==> config.mk <==
export PLATFORM = sky130hd
export DESIGN_NAME = ssd_scan_capture
export DESIGN_NICKNAME = d
export VERILOG_FILES = /design/src/rtl/ssd_pkg.sv /design/src/rtl/ssd_seg_decode.sv /design/src/rtl/ssd_scan_capture.sv
export SDC_FILE = /design/constraint.sdc
export NUM_CORES = 1
export LEC_CHECK = 0
export ABC_AREA = 1
export CAP_MARGIN = 20
export CELL_PAD_IN_SITES_DETAIL_PLACEMENT = 0
export CELL_PAD_IN_SITES_GLOBAL_PLACEMENT = 1
export CORE_MARGIN = 2
export CORE_UTILIZATION = 44
export CTS_CLUSTER_SIZE = 16
export DETAILED_ROUTE_END_ITERATION = 12
export HOLD_SLACK_MARGIN = 0.12
export PLACE_DENSITY = 0.95
export SLEW_MARGIN = 20
export SYNTH_ARGS = -nofsm -noshare
export SYNTH_HDL_FRONTEND = slang
export SYNTH_SLANG_ARGS = --single-unit
export TNS_END_PERCENT = 100
==> constraint.sdc <==
create_clock -name clk -period 6 [get_ports clk]
set_input_delay 1.5 -clock clk [delete_from_list [all_inputs] [get_ports clk]]
set_output_delay 1.5 -clock clk [all_outputs]
set_load 0.02 [all_outputs]
==> src/rtl/ssd_pkg.sv <==
// Segment-pattern constants, the digit-slot record and capture states for the
// seven-segment readback path. Shared with the board-side encoder.
package ssd_pkg;

  // Active-high, abcdefg order, indexed by hex value.
  localparam logic [6:0] SEG_HEX [16] = '{
    7'b1111110, 7'b0110000, 7'b1101101, 7'b1111001,
    7'b0110011, 7'b1011011, 7'b1011111, 7'b1110000,
    7'b1111111, 7'b1111011, 7'b1110111, 7'b0011111,
    7'b1001110, 7'b0111101, 7'b1001111, 7'b1000111
  };

  localparam logic [6:0] BLANK_PATTERN = 7'b0000000;

  typedef struct packed {
    logic [3:0] value;
    logic       ok;
    logic       blank;
  } digit_slot_t;

  typedef enum logic [1:0] {
    ST_IDLE,
    ST_SETTLING,
    ST_HELD
  } cap_state_t;

endpackage

==> src/rtl/ssd_seg_decode.sv <==
// Combinational seven-segment pattern to hex decode; no latency, no flow control.
// Unrecognised patterns decode to value 0 with ok and blank both low.
module ssd_seg_decode
  import ssd_pkg::*;
(
  input  logic [6:0]  seg,
  output digit_slot_t slot
);

  always_comb begin
    slot = '0;
    if (seg == BLANK_PATTERN) begin
      slot.blank = 1'b1;
    end else begin
      for (int i = 0; i < 16; i++) begin
        if (seg == SEG_HEX[i]) begin
          slot.value = 4'(i);
          slot.ok    = 1'b1;
        end
      end
    end
  end

endmodule

==> src/rtl/ssd_scan_capture.sv <==
// Samples a multiplexed 4-digit seven-segment display and publishes decoded frames.
// Digit capture SETTLE+1 cycles after inputs settle; frame_valid one cycle after last capture.
module ssd_scan_capture
  import ssd_pkg::*;
#(
  parameter int unsigned SETTLE         = 4,
  parameter bit          SEG_ACTIVE_LOW = 1'b1,
  parameter bit          AN_ACTIVE_LOW  = 1'b1
) (
  input  logic       clk,
  input  logic       reset,
  input  logic       a,
  input  logic       b,
  input  logic       c,
  input  logic       d,
  input  logic       e,
  input  logic       f,
  input  logic       g,
  input  logic       an0,
  input  logic       an1,
  input  logic       an2,
  input  logic       an3,
  output logic [3:0] digit0,
  output logic [3:0] digit1,
  output logic [3:0] digit2,
  output logic [3:0] digit3,
  output logic [3:0] digit_ok,
  output logic [3:0] digit_blank,
  output logic       frame_valid,
  output logic       overlap_err
);

  localparam logic [7:0] SETTLE_C  = 8'(SETTLE);
  localparam logic [7:0] SETTLE_M1 = 8'(SETTLE - 1);

  logic [6:0]        seg_raw;
  logic [3:0]        an_raw;
  logic [10:0]       r_d, r_q, r_prev_q;
  logic [7:0]        cnt_d, cnt_q;
  cap_state_t        state_d, state_q;
  digit_slot_t [3:0] slot_d, slot_q;
  digit_slot_t [3:0] out_d, out_q;
  logic [3:0]        mask_d, mask_q;
  logic              frame_valid_d, frame_valid_q;
  logic              overlap_err_d, overlap_err_q;

  logic [6:0]  seg_q;
  logic [3:0]  an_q;
  logic        same, one_hot, multi, multi_prev, capture, frame_done;
  digit_slot_t dec;

  assign seg_raw = {a, b, c, d, e, f, g};
  assign an_raw  = {an3, an2, an1, an0};
  assign seg_q   = r_q[10:4];
  assign an_q    = r_q[3:0];

  ssd_seg_decode u_dec (
    .seg  (seg_q),
    .slot (dec)
  );

  always_comb begin
    r_d        = {SEG_ACTIVE_LOW ? ~seg_raw : seg_raw, AN_ACTIVE_LOW ? ~an_raw : an_raw};
    same       = (r_q == r_prev_q);
    one_hot    = $onehot(an_q);
    multi      = $countones(an_q) > 1;
    multi_prev = $countones(r_prev_q[3:0]) > 1;

    if (!same)                 cnt_d = '0;
    else if (cnt_q == SETTLE_C) cnt_d = cnt_q;
    else                       cnt_d = cnt_q + 8'd1;

    // cnt_q reaches SETTLE-1 only once per stable run, so capture fires at most once.
    capture = (state_q == ST_SETTLING) && one_hot && same && (cnt_q == SETTLE_M1);

    if (!one_hot)                 state_d = ST_IDLE;
    else if (!same)               state_d = ST_SETTLING;
    else if (capture)             state_d = ST_HELD;
    else if (state_q == ST_IDLE)  state_d = ST_SETTLING;
    else                          state_d = state_q;

    overlap_err_d = multi && !multi_prev;

    frame_done    = (mask_q == 4'b1111);
    frame_valid_d = frame_done;
    out_d         = frame_done ? slot_q : out_q;
    mask_d        = frame_done ? 4'b0000 : mask_q;
    slot_d        = slot_q;
    if (capture) begin
      for (int k = 0; k < 4; k++) begin
        if (an_q[k]) begin
          slot_d[k] = dec;
          mask_d[k] = 1'b1;
        end
      end
    end
  end

  always_ff @(posedge clk) begin
    if (reset) begin
      r_q           <= '0;
      r_prev_q      <= '0;
      cnt_q         <= '0;
      state_q       <= ST_IDLE;
      slot_q        <= '0;
      mask_q        <= '0;
      out_q         <= '0;
      frame_valid_q <= 1'b0;
      overlap_err_q <= 1'b0;
    end else begin
      r_q           <= r_d;
      r_prev_q      <= r_q;
      cnt_q         <= cnt_d;
      state_q       <= state_d;
      slot_q        <= slot_d;
      mask_q        <= mask_d;
      out_q         <= out_d;
      frame_valid_q <= frame_valid_d;
      overlap_err_q <= overlap_err_d;
    end
  end

  assign digit0      = out_q[0].value;
  assign digit1      = out_q[1].value;
  assign digit2      = out_q[2].value;
  assign digit3      = out_q[3].value;
  assign digit_ok    = {out_q[3].ok, out_q[2].ok, out_q[1].ok, out_q[0].ok};
  assign digit_blank = {out_q[3].blank, out_q[2].blank, out_q[1].blank, out_q[0].blank};
  assign frame_valid = frame_valid_q;
  assign overlap_err = overlap_err_q;

endmodule

==> reports/metrics.yaml <==
timing:
  maxClockFrequency_mhz: 303.4
  clock-skew-final_ns: 0.01425
  actual_transition_at_the_worst_max_transition_pin_ns: 1.019
  finalHoldViolations: 0
  setup_viol: 0
  post_layout_minimum_cycle_time_ns: 3.296
  min_period_over_period: 0.5494
  setup_repair_after_global_routing_missed_its_margin: "no"
  totalNegativeSetupSlack_ns: 0
  max_transition_margin: 0.3186
  drv_slew: 0
final_layout:
  areaGrowthSynthToFinish_pct: 18.48
  antennaDiodeCount: 0
  fin_nets: 528
  post_route_cells_drive_above_1_share: 0.08187
critical_path:
  critPathLaunch: "reset"
  max_fo_critical_path: 51
  r2r_start: "r_q[0]"
  critical_path_required_ns: 6.29
  worstSetupPathType: "input port to register"
  timing.reg2reg.setup_slack_ns: 3.11
  r2r_end: "slot_q[3]"
  worst_r2r_path_depth: 12
  endpoint_kind: "register"
  crit_path_start_kind: "input port"
  capture_point_of_the_critical_path: "cnt_q[4]"
  critical_path_arrival_ns: 3.58
logic_synthesis:
  synth_enable_flop_cells: 0
  netlist_instances: 472
  synth_top_cell_area_share: 0.4781
  yosysWarnings: 0
  dominantRegCellSynth: "sky130_fd_sc_hd__dfxtp_1"
  seq_area_frac_synth: 0.4781
  synth.net_count: 492
  flop_and_latch_count_out_of_synthesis: 86
  synthMostInstantiatedCell: "sky130_fd_sc_hd__nand2_1"
  synth_cell_type_count: 32
  post_synth_main_area_contributors: "sky130_fd_sc_hd__dfxtp_1, sky130_fd_sc_hd__nand2_1, sky130_fd_sc_hd__a21oi_1, sky130_fd_sc_hd__inv_1, sky130_fd_sc_hd__nor2_1"
  post-synth-top-area-cell: "sky130_fd_sc_hd__dfxtp_1"
  top_post_synthesis_cells_by_count: "sky130_fd_sc_hd__nand2_1, sky130_fd_sc_hd__dfxtp_1, sky130_fd_sc_hd__inv_1"
  asyncSetResetFlopFracSynth: 0
  synth_area_per_cell_um2: 7.629
  synth.cell_area_um2: 3601
detailed_routing:
  wl_mm: 7.047
  antenna_left: 0
  drt_iter0_drc: 95
  via_per_inst: 4.802
  route.vias.total: 2953
  drc_errors: 0
  firstDrtPassIters: 4
  wl_per_cell_um: 11.46
job:
  maxCapViolations: 0
power_and_ir_drop:
  total_switching_power_uw: 275.7
  p_per_area_nw_per_um2: 253.7
  share_seq_of_total_power: 0.543
  comb_power_share: 0.061
  totalPowerFinal_mw: 1.083
  clock_group_share_of_total_power: 0.395
  total_leakage_power_nw: 1.835
  switching_share: 0.2546
  irDropWorstVdd_v: 0.0001322
  cell_internal_power_dissipation_uw: 807.0
clock_tree:
  cts_made_buffers: 9
  holdBufCountCts: 0
  clk_pin_slew_worst_paths_ns: 0.10
  tritoncts: "built"
  cts-htree-levels: 3
  clkSinkCount: 86
  post_cts_resize_count: 0
  max-clock-path-buffers: 2
  worstSkewPairLatency_ns: 0.36
  cts.root.buffer_cell: "sky130_fd_sc_hd__clkbuf_8"
  post_cts_setup_inserts: 0
grt:
  grtUsageMet2: 0.2851
  overflow: 0
  antenna_found_initial: 0
  grt_use_met1: 0.2211
  top_usage_layer: "met2"
  grt_start_max_net_pins: 52
  grt_use_met3: 0.03033
  grt_first_pass_wirelength_mm: 12.17
  grt_pass1_vias: 2775
  total_global_route_track_usage: 0.1716
floorplan:
  core-area_um2: 7848
  die_x_um: 94.47
  floorplan.die_area_um2: 8924
  core.rowCount: 32
  initial_core_utilization: 0.4589
  floorplan.io_pins: 39
  height_of_the_die_um: 94.47
place:
  buffer_ports.inserted: 38
  place.gp.congestion: 0.8619
  dp_hpwl_mm: 4.952
min_path:
  holdCritPathClass: "register to register"
run_status:
  run_status: "completed"
==> sequential cells by signal, indices dropped and copies added (netlist names), 8 cells and up <==
signal    cells
cnt_q         8
r_prev_q     11
r_q          11
slot_q       24
==> worst max-delay path, stage by stage <==
cell	delay (ns)
sky130_fd_sc_hd__clkdlybuf4s50_1	0.93
sky130_fd_sc_hd__inv_1	0.21
sky130_fd_sc_hd__buf_4	0.43
sky130_fd_sc_hd__nand4_1	0.31
sky130_fd_sc_hd__a21oi_1	0.19
==> cell usage in the layout, fill, tap and decap left out, types with 6 or more instances in the layout <==
cell type / count
sky130_fd_sc_hd__o21ai_0: 34
sky130_fd_sc_hd__inv_2: 10
sky130_fd_sc_hd__inv_1: 63
sky130_fd_sc_hd__nor2_1: 57
sky130_fd_sc_hd__nand2_1: 99
sky130_fd_sc_hd__dfxtp_1: 86
sky130_fd_sc_hd__clkdlybuf4s50_1: 38
sky130_fd_sc_hd__nand4_1: 6
sky130_fd_sc_hd__nand3_1: 11
sky130_fd_sc_hd__clkbuf_8: 9
sky130_fd_sc_hd__a21oi_1: 51
==> cell type report <==
class,instances,area (um2)
clock inverters,7,91.34
fillers,750,3581
flip-flops and latches,86,1722
multi-input cells,299,1540
well taps,102,127.6
clock buffers,9,123.9
inverters,73,274.0
repair buffers,39,387.9
==> stage by stage <==
step	hold slack (ns)	util	cell area, um2	cells	setup WS, ns
after floorplan	0.4291	-	3601	472	3.459
after global placement	0.4384	0.5155	4045	599	2.426
after detailed placement	0.4466	0.5163	4051	599	2.344
after CTS	0.4508	0.5437	4267	615	2.685
after global routing	0.4695	0.5437	4267	615	2.498
final	0.4474	0.5437	4267	615	2.704
==> routing by layer <==
layer  wire, um  vias to the layer above
met5          0                        -
met4        101                        0
met3        233                        9
met2       3310                       45
met1       3401                     1345
li1           -                     1554
==> worst min path at each step <==
| stage | start | to | cells past startpoint |
|---|---|---|---|
| 3_3_place_gp | slot_q[5] | digit0[3] | 2 |
| 5_1_grt | slot_q[10] | digit1[2] | 2 |
| 2_1_floorplan | slot_q[5] | digit0[3] | 2 |
| 6_report | slot_q[10] | digit1[2] | 2 |
| 3_5_place_dp | slot_q[20] | digit3[0] | 2 |
| 4_1_cts | slot_q[10] | digit1[2] | 2 |
==> kinds of logic (layout without fill, tap and decap cells) <==
| kind of cell | count (synthesis) | after routing | share of synthesized area |
|---|---|---|---|
| compound gates | 88 | 88 | 0.1237 |
| xor+xnor | 9 | 9 | 0.02189 |
| fa+ha+maj | 7 | 7 | 0.02849 |
| buf+inv | 87 | 128 | 0.09590 |
| flops | 86 | 86 | 0.4781 |
| simple gates | 195 | 195 | 0.2519 |
==> power groups by stage <==
stage	Sequential (mW)	Clock (mW)	Combinational (mW)
final	0.588	0.428	0.0665
after global routing	0.590	0.460	0.0751
after CTS	0.588	0.440	0.0672
after detailed placement	0.602	0	0.0668
after global placement	0.601	0	0.0651
after floorplan	0.600	0	0.0480
No activity file was read; power rests on OpenSTA's default activity.
